`src/rtl/cnet_dma_rd_responder.sv`:
```
// cnet_dma_rd_responder: serves one receive-queue packet per CPCI DMA read request
// through an 8x32 buffer, preceded by a length word.
module cnet_dma_rd_responder (
    input  logic        clk,
    input  logic        reset_n,
    input  logic        dma_rd_request,
    input  logic [3:0]  dma_rd_mac,
    input  logic        dma_rd_en,
    output logic [31:0] dma_data,
    output logic        dma_empty,
    output logic        dma_nearly_empty,
    output logic        dma_all_in_buf,
    output logic        dma_rd_request_q_vld,
    output logic [3:0]  dma_rd_request_q,
    input  logic        dma_abort,
    input  logic [15:0] rxq_pkt_avail,
    output logic [3:0]  rxq_sel,
    input  logic [15:0] rxq_pkt_len,
    input  logic [31:0] rxq_data,
    input  logic        rxq_eop,
    input  logic        rxq_empty,
    output logic        rxq_rd_en,
    output logic        busy,
    output logic        len_mismatch
);
    typedef enum logic [2:0] {IDLE, LEN, XFER, DISCARD, DRAIN} state_t;
    state_t      state_q, state_d;
    logic [31:0] mem_q [8];
    logic [2:0]  wr_ptr_q, wr_ptr_d, rd_ptr_q, rd_ptr_d;
    logic [3:0]  count_q, count_d;
    logic [13:0] wcnt_q, wcnt_d, exp_q, exp_d;
    logic [3:0]  sel_q, sel_d, pq_q, pq_d;
    logic        vld_q, mism_q, mism_d;
    logic        push, do_push, pop, flush, full;
    logic [31:0] push_data;

    assign full    = count_q == 4'd8;
    assign do_push = push && !full;
    assign pop     = dma_rd_en && count_q != 4'd0 && !flush;

    always_comb begin
        pq_d = '0;
        for (int i = 15; i >= 0; i--)
            if (rxq_pkt_avail[i]) pq_d = 4'(i);
    end

    always_comb begin
        state_d   = state_q;
        sel_d     = sel_q;
        exp_d     = exp_q;
        wcnt_d    = wcnt_q;
        mism_d    = 1'b0;
        push      = 1'b0;
        push_data = rxq_data;
        flush     = 1'b0;
        rxq_rd_en = 1'b0;
        case (state_q)
            IDLE: if (dma_rd_request) begin
                sel_d   = dma_rd_mac;
                wcnt_d  = '0;
                state_d = LEN;
            end
            LEN: if (dma_abort) begin
                flush   = 1'b1;
                state_d = DISCARD;
            end else if (!full) begin
                push      = 1'b1;
                push_data = {16'h0, rxq_pkt_len};
                exp_d     = 14'((17'(rxq_pkt_len) + 17'd3) >> 2);
                // oversize and empty packets are consumed from the queue without buffering
                state_d   = (rxq_pkt_len[15:11] != 5'd0 || rxq_pkt_len == 16'd0) ? DISCARD : XFER;
            end
            XFER: if (dma_abort) begin
                flush   = 1'b1;
                state_d = DISCARD;
            end else begin
                rxq_rd_en = !full && !rxq_empty;
                if (rxq_rd_en) begin
                    push   = 1'b1;
                    wcnt_d = wcnt_q + 14'd1;
                    if (rxq_eop) begin
                        mism_d  = (wcnt_q + 14'd1) != exp_q;
                        state_d = DRAIN;
                    end
                end
            end
            DISCARD: begin
                rxq_rd_en = !rxq_empty;
                if (rxq_rd_en && rxq_eop) state_d = DRAIN;
            end
            DRAIN: if (dma_abort) begin
                flush   = 1'b1;
                state_d = IDLE;
            end else if (count_q == 4'd0) begin
                state_d = IDLE;
            end
            default: state_d = IDLE;
        endcase
    end

    always_comb begin
        rd_ptr_d = flush ? 3'd0 : rd_ptr_q + 3'(pop);
        wr_ptr_d = flush ? 3'd0 : wr_ptr_q + 3'(do_push);
        count_d  = flush ? 4'd0 : count_q + 4'(do_push) - 4'(pop);
    end

    always_ff @(posedge clk)
        if (do_push) mem_q[wr_ptr_q] <= push_data;

    always_ff @(posedge clk or negedge reset_n) begin
        if (!reset_n) begin
            state_q  <= IDLE;
            wr_ptr_q <= '0;
            rd_ptr_q <= '0;
            count_q  <= '0;
            wcnt_q   <= '0;
            exp_q    <= '0;
            sel_q    <= '0;
            mism_q   <= 1'b0;
            vld_q    <= 1'b0;
            pq_q     <= '0;
        end else begin
            state_q  <= state_d;
            wr_ptr_q <= wr_ptr_d;
            rd_ptr_q <= rd_ptr_d;
            count_q  <= count_d;
            wcnt_q   <= wcnt_d;
            exp_q    <= exp_d;
            sel_q    <= sel_d;
            mism_q   <= mism_d;
            vld_q    <= |rxq_pkt_avail;
            pq_q     <= pq_d;
        end
    end

    assign dma_data             = mem_q[rd_ptr_q];
    assign dma_empty            = count_q == 4'd0;
    assign dma_nearly_empty     = count_q <= 4'd3;
    assign dma_all_in_buf       = state_q == DISCARD || state_q == DRAIN;
    assign dma_rd_request_q_vld = vld_q;
    assign dma_rd_request_q     = pq_q;
    assign rxq_sel              = sel_q;
    assign busy                 = state_q != IDLE;
    assign len_mismatch         = mism_q;
endmodule

```
`config.mk`:
```
export PLATFORM = sky130hd
export DESIGN_NAME = cnet_dma_rd_responder
export DESIGN_NICKNAME = d
export VERILOG_FILES = /design/src/rtl/cnet_dma_rd_responder.sv
export SDC_FILE = /design/constraint.sdc
export NUM_CORES = 1
export LEC_CHECK = 0
export ABC_CLOCK_PERIOD_IN_PS = 6300
export BUFFER_PORTS_ARGS = -buffer_cell sky130_fd_sc_hd__buf_2
export CAP_MARGIN = 30
export CORE_ASPECT_RATIO = 0.6
export CORE_MARGIN = 1.5
export CORE_UTILIZATION = 55
export CTS_CLUSTER_DIAMETER = 100
export CTS_CLUSTER_SIZE = 30
export DETAILED_ROUTE_END_ITERATION = 6
export PLACE_DENSITY_LB_ADDON = 0.2
export SYNTH_ARGS = -nofsm -noshare
export SYNTH_HDL_FRONTEND = slang
export SYNTH_SLANG_ARGS = --single-unit
```
`constraint.sdc`:
```
create_clock -name clk -period 6.3 [get_ports clk]
set_clock_uncertainty 0.15 [all_clocks]
set_input_delay 1.575 -clock clk [delete_from_list [all_inputs] [get_ports clk]]
set_output_delay 1.575 -clock clk [all_outputs]
set_load 0.01 [all_outputs]
```
After elaboration in Yosys (flattened, before gate mapping)
Memories as Yosys holds them, arrays and structs flattened.
Cells that the tools add are included.
{ "op_classes": {"multipliers": 0, "addsub": 6, "bitwise_logic": 2, "n_shift": 0, "n_lt_le_gt_ge": 1, "div": 0, "reduce_logical": 23, "eq_ne": 14, "n_mux": 52} }
{ "ops": {"columns": ["operator", "n"], "rows": [
  ["two-way mux 32 bit", 3],
  ["two-way mux 4 bit", 17],
  ["two-way mux 14 bit", 3],
  ["two-way mux 3 bit", 11],
  ["one-hot mux 14 bit (2 select lines)", 1],
  ["adder 16 x 2 -> 16 bit (second input constant)", 1],
  ["zero test 16 bit", 1],
  ["OR reduction 16 bit", 1],
  ["one-hot mux 3 bit (5 select lines)", 1],
  ["adder 14 x 1 -> 14 bit (second input constant)", 1],
  ["two-way mux 1 bit", 14],
  ["!= test 14 bit", 1],
  ["!= test 3 bit (second input constant)", 4],
  ["!= test 2 bit (second input constant)", 4],
  ["adder 3 x 1 -> 3 bit", 2],
  ["== test 3 x 2 -> 1 bit (second input constant)", 2],
  ["AND reduction 6 bit", 1],
  ["logical AND 1 bit", 5],
  ["nonzero test 5 bit", 1],
  ["adder 4 x 1 -> 4 bit", 1],
  ["== test 4 bit (second input constant)", 1],
  ["less-or-equal comparator 4 x 2 -> 1 bit (second input constant)", 1],
  ["zero test 4 bit", 1],
  ["one-hot mux 1 bit (2 select lines)", 2],
  ["14 further kinds", 18]
]} }
{ "totals": {"latchBits": 0, "ff_bits": 51, "romBits": 0, "in_bits": 75, "memories": 1, "ram_bits": 256} }
{ "mem_list": {"columns": ["name", "depth", "word_bits", "read_ports", "rd_clocked_by_memory_dff", "wr", "line_no", "source"], "rows": [
  ["mem_q", 8, 32, 1, 0, 1, "28", "logic [31:0] mem_q [8];"]
]} }

Depth between registers and ports, before layout
Gate-level depths: netlist of the first run.
{ "depth": {"depth_word": 16, "mapped_depth": 13} }

Worst setup path after synthesis of the first run
OpenSTA, ideal clock, no wires.
{ "synth_path": {"kind": "in2reg", "from": "input port dma_abort", "to": "memory mem_q[0][0] (enable)", "arrival_time_ns": 4.962, "n_path_buf": 0, "required_ns": 5.689, "cell_stages": 6, "path_slack_ns": 0.727, "cell_sequence": "or4b_4 -> or3_4 -> and2_4 -> inv_2 -> nand2b_1 -> nor3_1"} }
{ "synth_between": {"elab_chain_cells": 5, "word_cells_on_any_way": 6, "cone_classes": "mux (5); reduce/logical (1)"} }
{ "synth_lines": {"columns": ["element", "line_no", "source"], "rows": [
  ["from (decl)", "15", "input logic dma_abort,"],
  ["two-way mux 1 bit (on tied branches)", "73, 63", null],
  ["one-hot mux 1 bit (2 select lines) *", "57", "case (state_q)"],
  ["logical AND 1 bit *", "38", "assign do_push = push && !full;"],
  ["two-way mux 1 bit *", "108", "if (do_push) mem_q[wr_ptr_q] <= push_data;"],
  ["two-way mux 1 bit (implied by the code) *", "108", null],
  ["to (decl)", "28", null]
]} }
Every way passes the cells marked *; elsewhere a longest branch is shown, timed or not.

Worst setup path in the final report of the first run
{ "layout_path": {"from": "input port dma_abort", "to": "output port rxq_rd_en"} }
{ "layout_between": {"elab_chain_cells": 2} }
{ "layout_lines": {"columns": ["element", "line_no", "source"], "rows": [
  ["two-way mux 1 bit", "73", "XFER: if (dma_abort) begin"],
  ["one-hot mux 1 bit (2 select lines)", "57", null],
  ["to (decl)", "22", "output logic rxq_rd_en,"]
]} }
No other way between the ends.

==> impl_table.tex, run 1 <==
\begin{tabular}{lr}
\hline
Metric & Value \\
\hline
\multicolumn{2}{l}{\textbf{Worst hold path}} \\
WHS Path Cells & 1 \\
Hold WC Path Type & reg2reg \\
\multicolumn{2}{l}{\textbf{Power}} \\
Worst-case vdd ir drop & 0.1880 mV \\
LEAKAGE & 5.064 nW \\
Power per cell area & 381.6 nW/um\^{}2 \\
\multicolumn{2}{l}{\textbf{Global routing}} \\
Initial antenna violation count & 0 \\
Largest net degree at the start of global routing & 60 \\
Number of global-route vias before repair & 7315 \\
Global-route wire length before repair & 42950 um \\
Total track usage & 23.00\% \\
Overflow after GRT & 0 \\
\multicolumn{2}{l}{\textbf{Run}} \\
Max cap viols & 0 \\
\multicolumn{2}{l}{\textbf{Synth}} \\
Area share of the leading cell type in the synthesized netlist & 58.24\% \\
Dominant cell type by area after synthesis & sky130\_fd\_sc\_hd\_\_edfxtp\_1 \\
Top cells by instance count after synthesis & sky130\_fd\_sc\_hd\_\_edfxtp\_1 (256), sky130\_fd\_sc\_hd\_\_mux4\_2 (64), sky130\_fd\_sc\_hd\_\_dfrtp\_1 (51) \\
Number of distinct library cells after synthesis & 59 \\
Net count after synthesis & 874 \\
Mapped Avg Cell Area & 16.79 sq um \\
Post-synth design cell area & 13200 sq um \\
Number of storage elements in the synthesis netlist & 307 \\
Share of synthesized area occupied by flip-flops and latches & 67.91\% \\
Number of synthesis warnings & 0 \\
Cells after Synth & 786 \\
EDFF count, synth & 256 \\
Leading cell type by number of instances after synthesis & sky130\_fd\_sc\_hd\_\_edfxtp\_1 \\
Synth Flop Type & sky130\_fd\_sc\_hd\_\_edfxtp\_1 \\
Leading cell types by total area after synthesis & sky130\_fd\_sc\_hd\_\_edfxtp\_1 (58\%), sky130\_fd\_sc\_hd\_\_mux4\_2 (11\%), sky130\_fd\_sc\_hd\_\_dfrtp\_1 (9.7\%) \\
Fraction of registers with async set or reset after synthesis & 16.61\% \\
\multicolumn{2}{l}{\textbf{Floorplan}} \\
Y dimension of the die & 123.0 um \\
Number of top-level pins & 122 \\
\# rows & 43 \\
Area of the core & 23350 sq um \\
Die Outline Area & 24970 sq um \\
Die Wd & 203.0 um \\
Effective utilization at floorplan & 56.53\% \\
\multicolumn{2}{l}{\textbf{Critical path}} \\
Critical path fanouts, max & 20 \\
CP Capture Type & primary output \\
Data arrival at the endpoint of the critical path & 3.11 ns \\
Kind of critical path & in2out \\
R2r endpoint & mem\_q[4][5] \\
R2r setup slk & 2.76 ns \\
Worst EP required & 4.58 ns \\
Critical path destination & rxq\_rd\_en \\
Worst Reg2Reg Path Length in Cells & 7 \\
Startpoint type of the worst setup path & input port \\
FF-to-FF Start & state\_q[0] \\
Worst setup path start & dma\_abort \\
\multicolumn{2}{l}{\textbf{Drt}} \\
WL final & 27610 um \\
Post-DR wirelength/cell & 22.60 um \\
Antenna Nets Post-Route & 0 \\
Vias after detailed routing & 7291 \\
Iteration count of the initial detailed-routing pass & 5 \\
Number of vias per cell after detailed routing & 5.966 \\
Detailed Route Iter0 Violations & 552 \\
Number of remaining DRC errors & 0 \\
\multicolumn{2}{l}{\textbf{STA}} \\
Transition at the pin with the smallest max-transition slack & 0.7570 ns \\
Aggregate negative setup slack & 0 ns \\
Share of the clock period used by the worst path after layout & 76.70\% \\
Tightest slew margin relative to the limit & 49.26\% \\
Unrepaired setup endpoints after global routing & false \\
Final Hold Viols & 0 \\
Smallest setup slack after layout & 1.468 ns \\
Final setup violation count & 0 \\
Max-slew violation count & 0 \\
Highest clock rate & 0.2069 GHz \\
Crit path time final & 4.832 ns \\
\multicolumn{2}{l}{\textbf{Layout}} \\
Non-filler cells, final & 1222 \\
Fraction of layout instances using a drive strength above 1 & 31.97\% \\
Fillers & 1680 \\
Post-Layout Inst Area & 14690 sq um \\
Number of antenna cells inserted & 0 \\
Synth-to-layout area growth & 11.28\% \\
Final layout net count & 987 \\
\multicolumn{2}{l}{\textbf{Clock tree}} \\
Post-cts resize count & 0 \\
Insertion delay to the later sink of the worst-skew pair & 0.50 ns \\
CTS clk-pin slew, worst paths & 0.11 ns \\
Root cell of the clock tree & sky130\_fd\_sc\_hd\_\_clkbuf\_16 \\
Clock sink count & 307 \\
Number of buffers inserted during clock tree synthesis & 14 \\
H-tree depth & 1 \\
Number of buffers on the longest clock path & 3 \\
Setup bufs post-CTS & 0 \\
Number of hold buffers added after CTS & 0 \\
Clock tree from TritonCTS & yes \\
\multicolumn{2}{l}{\textbf{Placed design}} \\
Number of buffers added on ports & 121 \\
Detailed Place HPWL & 17990 um \\
DP Cell Count & 1196 \\
Post-placement worst setup slack & 1.474 ns \\
Instance area at placement & 14210 sq um \\
Placer Congestion & 0.8518 \\
\multicolumn{2}{l}{\textbf{Outcome}} \\
Result of the run & finished clean \\
\hline
\end{tabular}
-- logic make-up after synthesis --
family	share of synthesized area, %
xor gates and xnor gates	2.323
adders and majority gates	1.289
muxes	15.53
and+or+nand+nor	7.233
DFF	67.91
buffers and inverters	1.830
AOI/OAI and AO/OA	3.887
-- report_power, final --
group	switching, mW	internal, mW	total, mW
Clock	0.609	0.438	1.05
Sequential	0.154	2.49	2.64
Combinational	0.990	0.923	1.91
Total	1.75	3.85	5.61
-- registers in the layout, indices dropped and copies added (netlist names) --
| register | count |
|---|---|
| count_q | 4 |
| exp_q | 14 |
| wcnt_q | 14 |
| wr_ptr_q | 3 |
| dma_rd_request_q_vld | 1 |
| state_q | 3 |
| dma_rd_request_q | 4 |
| len_mismatch | 1 |
| rd_ptr_q | 3 |
| mem_q | 256 |
| rxq_sel | 4 |
-- area by class of cell --
class | instances | area [sq um] | share of cell area (%)
clock buffers | 22 | 380.4 | 2.590
multi-input cells | 425 | 4049 | 27.57
inverters | 14 | 52.55 | 0.3578
well taps | 315 | 394.1 | 2.683
flip-flops and latches | 307 | 8970 | 61.07
clock inverters | 2 | 46.29 | 0.3152
repair buffers | 137 | 795.8 | 5.418
-- through the flow --
stage	hold slack, ns	utilization, %	power, mW
floorplan	0.3116	-	3.975
global placement	0.3360	60.62	4.511
detailed placement	0.3439	60.87	4.587
CTS	0.3614	62.70	5.628
global route	0.3739	62.90	5.915
finish	0.3583	62.90	5.606
-- cells in the final DEF (no fill, tap or decap), types with 3 or more instances in the layout --
master,count
sky130_fd_sc_hd__edfxtp_1,256
sky130_fd_sc_hd__buf_2,121
sky130_fd_sc_hd__mux4_2,64
sky130_fd_sc_hd__nand2_1,49
sky130_fd_sc_hd__dfrtp_1,48
sky130_fd_sc_hd__mux2_2,46
sky130_fd_sc_hd__and2_1,26
sky130_fd_sc_hd__o21ai_0,21
sky130_fd_sc_hd__xnor2_1,21
sky130_fd_sc_hd__nor2_1,20
sky130_fd_sc_hd__nand3_1,16
sky130_fd_sc_hd__o21ai_1,16
sky130_fd_sc_hd__xor2_1,14
sky130_fd_sc_hd__clkbuf_16,14
sky130_fd_sc_hd__inv_1,12
sky130_fd_sc_hd__ha_1,12
sky130_fd_sc_hd__nor3_1,11
sky130_fd_sc_hd__buf_4,11
sky130_fd_sc_hd__a21oi_1,9
sky130_fd_sc_hd__mux2_1,8
sky130_fd_sc_hd__clkbuf_1,8
sky130_fd_sc_hd__nor2b_1,7
sky130_fd_sc_hd__and3_1,7
sky130_fd_sc_hd__nor2_4,6
sky130_fd_sc_hd__nand2b_1,6
sky130_fd_sc_hd__a31oi_1,6
sky130_fd_sc_hd__nor4_1,5
sky130_fd_sc_hd__o31ai_2,5
sky130_fd_sc_hd__nor3_2,4
sky130_fd_sc_hd__nand4_1,4
sky130_fd_sc_hd__buf_12,4
sky130_fd_sc_hd__o31ai_1,3
sky130_fd_sc_hd__or3_1,3
sky130_fd_sc_hd__o21a_1,3
sky130_fd_sc_hd__and4_1,3
-- worst min-delay path by stage --
| stage | start | endpoint | slack [ns] |
|---|---|---|---|
| 6_report | wcnt_q[13] | wcnt_q[13] | 0.36 |
| 5_1_grt | wcnt_q[13] | wcnt_q[13] | 0.37 |
| 4_1_cts | wcnt_q[13] | wcnt_q[13] | 0.36 |
| 3_5_place_dp | wcnt_q[13] | wcnt_q[13] | 0.34 |
| 3_3_place_gp | wcnt_q[13] | wcnt_q[13] | 0.34 |
| 2_1_floorplan | wcnt_q[13] | wcnt_q[13] | 0.31 |
-- routing by layer --
metal / vias up / share of wire, % / global-route usage, % / wire [um]
met2: 248 / 45 / 34.72 / 12350
met5: - / 0 / 0 / 0
met1: 3747 / 48 / 35.97 / 13140
met4: 0 / 1.2 / 4.074 / 329
met3: 24 / 6.5 / 3.927 / 1792
li1: 3272 / - / - / -
-- worst max-delay path, stage by stage --
cell and delay [ns]:
sky130_fd_sc_hd__buf_2 0.16, sky130_fd_sc_hd__or4b_4 0.52, sky130_fd_sc_hd__or3_4 0.54, sky130_fd_sc_hd__o21ai_0 0.14, sky130_fd_sc_hd__buf_2 0.16
Note: power is estimated with default switching activity, not from simulation.
==> inputs of run 2 (changes only) <==
Settings changed: ABC_CLOCK_PERIOD_IN_PS 6300 to 4350, CORE_UTILIZATION 55 to 54.
Clock period 6.3 ns to 4.35 ns, I/O delays scaled along.
==> run 2 against run 1 <==
  * First-iteration DRC count is 9.2% higher
  * Global-route usage is 1.9 points lower
  * Sequential share of layout area is 0.20 points lower
  * Hold slack worse by 0.0035 ns
  * Wire length is 5.4% lower
  * Clock-buffer cell count stayed put
  * Sequential power is 47% higher
  * Register-to-register slack worse by 1.7 ns
  * Cell count is 0.41% higher
  * Cell area is 0.33% higher
  * Sequential cell count stayed put
  * Critical path type is now reg2out
==> impl_table.tex, run 2 (same netlist as run 1, synthesis figures left out) <==
\begin{tabular}{lr}
\hline
Metric & Value \\
\hline
\multicolumn{2}{l}{\textbf{Drt}} \\
Vias after detailed routing & 7134 \\
Number of vias per cell after detailed routing & 5.814 \\
Detailed Route Iter0 Violations & 603 \\
Post-DR wirelength/cell & 21.29 um \\
Antenna Nets Post-Route & 0 \\
Iteration count of the initial detailed-routing pass & 4 \\
WL final & 26130 um \\
Number of remaining DRC errors & 0 \\
\multicolumn{2}{l}{\textbf{Critical path}} \\
Worst Reg2Reg Path Length in Cells & 9 \\
Worst EP required & 3.11 ns \\
CP Capture Type & primary output \\
Data arrival at the endpoint of the critical path & 2.55 ns \\
R2r setup slk & 1.10 ns \\
Startpoint type of the worst setup path & register \\
Kind of critical path & reg2out \\
R2r endpoint & count\_q[2] \\
FF-to-FF Start & state\_q[2] \\
Critical path fanouts, max & 18 \\
\multicolumn{2}{l}{\textbf{Power}} \\
Power per cell area & 547.6 nW/um\^{}2 \\
Worst-case vdd ir drop & 0.2586 mV \\
Power after layout & 8.069 mW \\
LEAKAGE & 5.059 nW \\
\multicolumn{2}{l}{\textbf{Layout}} \\
Most common cell after layout, fill and taps aside & sky130\_fd\_sc\_hd\_\_edfxtp\_1 \\
Number of antenna cells inserted & 0 \\
Final layout net count & 985 \\
Fraction of layout instances using a drive strength above 1 & 31.93\% \\
Most used cells in the layout excluding fill and tap cells & sky130\_fd\_sc\_hd\_\_edfxtp\_1 (256), sky130\_fd\_sc\_hd\_\_buf\_2 (121), sky130\_fd\_sc\_hd\_\_mux4\_2 (64) \\
Most flop-heavy register & mem\_q \\
Non-filler cells, final & 1227 \\
Largest registers in the final layout & mem\_q: 256 flops, exp\_q: 14 flops, wcnt\_q: 14 flops \\
Synth-to-layout area growth & 11.65\% \\
Max FFs per register & 256 \\
\multicolumn{2}{l}{\textbf{Clock tree}} \\
Number of buffers on the longest clock path & 3 \\
Clock sink count & 307 \\
Number of hold buffers added after CTS & 0 \\
Post-cts resize count & 0 \\
Setup bufs post-CTS & 0 \\
H-tree depth & 1 \\
Clock tree from TritonCTS & yes \\
Number of buffers inserted during clock tree synthesis & 14 \\
Root cell of the clock tree & sky130\_fd\_sc\_hd\_\_clkbuf\_16 \\
CTS clk-pin slew, worst paths & 0.12 ns \\
Insertion delay to the later sink of the worst-skew pair & 0.50 ns \\
\multicolumn{2}{l}{\textbf{Floorplan}} \\
Area of the core & 24110 sq um \\
\# rows & 44 \\
Y dimension of the die & 124.1 um \\
Effective utilization at floorplan & 54.74\% \\
Die Outline Area & 25420 sq um \\
Number of top-level pins & 122 \\
Die Wd & 204.8 um \\
\multicolumn{2}{l}{\textbf{Global routing}} \\
Overflow after GRT & 0 \\
Number of global-route vias before repair & 7161 \\
Total track usage & 21.11\% \\
Initial antenna violation count & 0 \\
Global-route wire length before repair & 40430 um \\
Largest net degree at the start of global routing & 63 \\
\multicolumn{2}{l}{\textbf{STA}} \\
Worst Hold Slack & 0.3548 ns \\
Final Hold Viols & 0 \\
Highest clock rate & 0.2638 GHz \\
Tightest slew margin relative to the limit & 33.30\% \\
Smallest setup slack after layout & 0.5589 ns \\
Share of the clock period used by the worst path after layout & 87.15\% \\
Max-slew violation count & 0 \\
Unrepaired setup endpoints after global routing & false \\
Final setup violation count & 0 \\
Transition at the pin with the smallest max-transition slack & 1.001 ns \\
Crit path time final & 3.791 ns \\
Aggregate negative setup slack & 0 ns \\
\multicolumn{2}{l}{\textbf{Placed design}} \\
Detailed Place HPWL & 16590 um \\
Number of buffers added on ports & 121 \\
DP Cell Count & 1203 \\
Placer Congestion & 0.9046 \\
Post-placement worst setup slack & 0.4726 ns \\
\multicolumn{2}{l}{\textbf{Worst hold path}} \\
Hold WC Path Type & in2async \\
\multicolumn{2}{l}{\textbf{Run}} \\
Max cap viols & 0 \\
\multicolumn{2}{l}{\textbf{Outcome}} \\
Result of the run & finished clean \\
\hline
\end{tabular}
-- run 2: metrics by stage --
| stage | utilization (%) | area, sq um |
|---|---|---|
| after floorplan | - | 13210 |
| after global placement | 59.35 | 14310 |
| after detailed placement | 59.35 | 14310 |
| after CTS | 61.11 | 14740 |
| after global routing | 61.11 | 14740 |
| final | 61.11 | 14740 |
-- run 2: how the worst max path moves through the flow --
| stage | slack, ns | startpoint | depth (start not counted) | end |
|---|---|---|---|---|
| final | 0.56 | rd_ptr_q[0] | 4 | dma_data[14] |
| after global routing | 0.36 | count_q[2] | 6 | rxq_rd_en |
| after detailed placement | 0.47 | dma_abort | 10 | count_q[2] |
| after global placement | 0.52 | dma_abort | 10 | count_q[2] |
| after CTS | 0.49 | rd_ptr_q[0] | 4 | dma_data[11] |
| after floorplan | 0.12 | dma_abort | 6 | mem_q[4][0] |
-- run 2: worst max-delay path, stage by stage (launching register included) --
cell and delay, ns:
sky130_fd_sc_hd__dfrtp_4 0.69, sky130_fd_sc_hd__buf_4 0.36, sky130_fd_sc_hd__mux4_2 0.58, sky130_fd_sc_hd__mux2_2 0.28
sky130_fd_sc_hd__buf_2 0.14
-- run 2: layout make-up --
type                       instances  area, sq um
timing repair buffer             135        823.3
fill                            1747         9376
clock buffer                      22        401.6
clock inverter                     2        25.02
sequential                       307         8970
multi-input combinational        425         4061
inverter                          14        52.55
tap                              322        402.9
-- run 2: routing by layer --
layer / global-route usage (%) / vias up / part of all wire (%)
li1: - / 3274 / -
met1: 31.39 / 3626 / 45
met2: 34.29 / 211 / 48
met3: 2.930 / 23 / 5.2
met4: 3.309 / 0 / 1.1
met5: 0 / - / 0
-- run 2: power breakdown --
group          leakage (nW)  internal, mW  switching (mW)
Clock                 0.205         0.663           0.868
Combinational          1.89          1.32            1.32
Sequential             2.97          3.60           0.291
Total                  5.06          5.59            2.48
==> inputs of run 3 (changes only) <==
Settings changed: CELL_PAD_IN_SITES_DETAIL_PLACEMENT from default to 2, CELL_PAD_IN_SITES_GLOBAL_PLACEMENT from default to 2, CORE_UTILIZATION 54 to 40.
==> run 3 against run 2 <==
  * Sequential cell count is the same
  * Via count grew 4.9%
  * Combinational power is 8.3% higher
  * Sequential power is essentially flat
  * Non-clock buffer count grew 5
  * Critical path type unchanged
  * Critical endpoint is now dma_data[17]
==> impl_table.tex, run 3 (same netlist as run 1, synthesis figures left out) <==
\begin{tabular}{lr}
\hline
Metric & Value \\
\hline
\multicolumn{2}{l}{\textbf{Layout}} \\
FF+latch area & 8970 sq um \\
Fraction of layout instances using a drive strength above 1 & 32.31\% \\
Non-filler cells, final & 1334 \\
Max FFs per register & 256 \\
Final layout net count & 990 \\
Fillers & 3058 \\
Number of antenna cells inserted & 0 \\
Most used cells in the layout excluding fill and tap cells & sky130\_fd\_sc\_hd\_\_edfxtp\_1 (256), sky130\_fd\_sc\_hd\_\_buf\_2 (121), sky130\_fd\_sc\_hd\_\_mux4\_2 (64) \\
Area occupied by multi-input gates & 4061 sq um \\
Most common cell after layout, fill and taps aside & sky130\_fd\_sc\_hd\_\_edfxtp\_1 \\
Largest registers in the final layout & mem\_q: 256 flops, exp\_q: 14 flops, wcnt\_q: 14 flops \\
Synth-to-layout area growth & 13.19\% \\
Most flop-heavy register & mem\_q \\
Post-Layout Inst Area & 14940 sq um \\
\multicolumn{2}{l}{\textbf{STA}} \\
Crit path time final & 3.918 ns \\
Share of the clock period used by the worst path after layout & 90.07\% \\
Aggregate negative setup slack & 0 ns \\
Final Hold Viols & 0 \\
Highest clock rate & 0.2552 GHz \\
Unrepaired setup endpoints after global routing & false \\
Max-slew violation count & 0 \\
Final setup violation count & 0 \\
Tightest slew margin relative to the limit & 38.85\% \\
Transition at the pin with the smallest max-transition slack & 0.9123 ns \\
\multicolumn{2}{l}{\textbf{Clock tree}} \\
Number of hold buffers added after CTS & 0 \\
Root cell of the clock tree & sky130\_fd\_sc\_hd\_\_clkbuf\_16 \\
Clock sink count & 307 \\
Number of buffers inserted during clock tree synthesis & 14 \\
Setup bufs post-CTS & 0 \\
H-tree depth & 1 \\
Insertion delay to the later sink of the worst-skew pair & 0.52 ns \\
Number of buffers on the longest clock path & 3 \\
CTS clk-pin slew, worst paths & 0.11 ns \\
Clock tree from TritonCTS & yes \\
Post-cts resize count & 0 \\
\multicolumn{2}{l}{\textbf{Power}} \\
Power per cell area & 559.2 nW/um\^{}2 \\
Power after layout & 8.353 mW \\
LEAKAGE & 5.093 nW \\
Worst-case vdd ir drop & 0.2640 mV \\
\multicolumn{2}{l}{\textbf{Run}} \\
Max cap viols & 0 \\
\multicolumn{2}{l}{\textbf{Drt}} \\
Vias after detailed routing & 7487 \\
Number of remaining DRC errors & 0 \\
Met1 Wirelength & 15400 um \\
Total met2 wirelength after detailed routing & 18120 um \\
Post-DR wirelength/cell & 26.39 um \\
Max Used Layer & met4 \\
Number of vias per cell after detailed routing & 5.612 \\
Detailed Route Iter0 Violations & 439 \\
WL final & 35210 um \\
Iteration count of the initial detailed-routing pass & 5 \\
Met3 WL & 1093 um \\
Antenna Nets Post-Route & 0 \\
\multicolumn{2}{l}{\textbf{Critical path}} \\
Sequence of cells on the critical path & buf\_4 > mux4\_2 > mux2\_2 > buf\_2 \\
Kind of critical path & reg2out \\
Startpoint type of the worst setup path & register \\
Largest delay share family, worst path & multiplexers \\
Data arrival at the endpoint of the critical path & 2.68 ns \\
WP buf/inv & 2 \\
Crit-path slowest cell & sky130\_fd\_sc\_hd\_\_dfrtp\_4 \\
Critical path fanouts, max & 25 \\
Delay of the slowest critical-path stage & 0.80 ns \\
CP Capture Type & primary output \\
Worst EP required & 3.11 ns \\
\multicolumn{2}{l}{\textbf{Floorplan}} \\
Effective utilization at floorplan & 40.64\% \\
Y dimension of the die & 143.7 um \\
Die Wd & 237.5 um \\
Number of top-level pins & 122 \\
\# rows & 51 \\
Die Outline Area & 34130 sq um \\
Area of the core & 32480 sq um \\
\multicolumn{2}{l}{\textbf{Placed design}} \\
Instance area at placement & 14510 sq um \\
DP Cell Count & 1310 \\
Detailed Place HPWL & 23960 um \\
Placer Congestion & 0.7861 \\
Number of buffers added on ports & 121 \\
\multicolumn{2}{l}{\textbf{Global routing}} \\
Overflow after GRT & 0 \\
Global-route wire length before repair & 53570 um \\
Total track usage & 21.21\% \\
Initial antenna violation count & 1 \\
Number of global-route vias before repair & 8346 \\
Largest net degree at the start of global routing & 65 \\
\multicolumn{2}{l}{\textbf{Outcome}} \\
Result of the run & finished clean \\
\multicolumn{2}{l}{\textbf{Worst hold path}} \\
Hold WC Path Type & reg2reg \\
\hline
\end{tabular}
[run 3: cell types whose count changed in the layout (fill, tap and decap cells not counted)]
cell	previous run	this run
sky130_fd_sc_hd__buf_12	9	12
sky130_fd_sc_hd__buf_4	5	7
[run 3: cell type report]
type	count	area share, %
inverter	14	0.3518
clock inverter	2	0.1675
multi-input combinational	425	27.19
timing repair buffer	140	6.013
clock buffer	22	2.688
sequential	307	60.04
tap	424	3.551
[run 3: layer usage]
metal | global-route usage (%) | vias to the layer above
met1 | 28.52 | 4036
li1 | - | 3268
met3 | 2.670 | 35
met2 | 37.57 | 148
met4 | 3.889 | 0
met5 | 0 | -
[run 3: path summary, 6_finish.rpt]
| path | from | endpoint | slack (ns) | cells past startpoint |
|---|---|---|---|---|
| min reg2reg | rxq_sel[0] | rxq_sel[0] | 0.36 | 1 |
| max in group asynchronous | reset_n | wcnt_q[3] | 2.73 | 2 |
| max | rd_ptr_q[0] | dma_data[17] | 0.43 | 4 |
| min in group asynchronous | reset_n | state_q[0] | 0.54 | 1 |
| max reg2reg | state_q[1] | count_q[1] | 1.10 | 9 |
| min | rxq_sel[0] | rxq_sel[0] | 0.36 | 1 |
[run 3: power breakdown]
| group | internal (mW) | leakage [nW] | switching (mW) |
|---|---|---|---|
| sequential | 3.61 | 2.97 | 0.291 |
| clock | 0.665 | 0.205 | 0.932 |
| combinational | 1.35 | 1.92 | 1.51 |
| total | 5.62 | 5.09 | 2.74 |
[run 3: worst register-to-register path: stages (launching register included)]
cell and delay (ns):
sky130_fd_sc_hd__dfrtp_1 0.61, sky130_fd_sc_hd__nor2_1 0.15, sky130_fd_sc_hd__and2_1 0.21, sky130_fd_sc_hd__o21ai_0 0.60, sky130_fd_sc_hd__and3_1 0.33, sky130_fd_sc_hd__ha_1 0.25
sky130_fd_sc_hd__inv_1 0.07, sky130_fd_sc_hd__ha_1 0.19, sky130_fd_sc_hd__fa_1 0.42, sky130_fd_sc_hd__and2_1 0.15
[run 3: through the flow]
stage | setup WS (ns) | utilization, % | hold slack (ns)
after global routing | 0.2588 | 46.00 | 0.3869
after floorplan | 0.1217 | - | 0.3116
final | 0.4318 | 46.00 | 0.3618
after CTS | 0.3294 | 46.00 | 0.3647
after global placement | 0.6698 | 44.62 | 0.3325
after detailed placement | 0.5545 | 44.68 | 0.3411
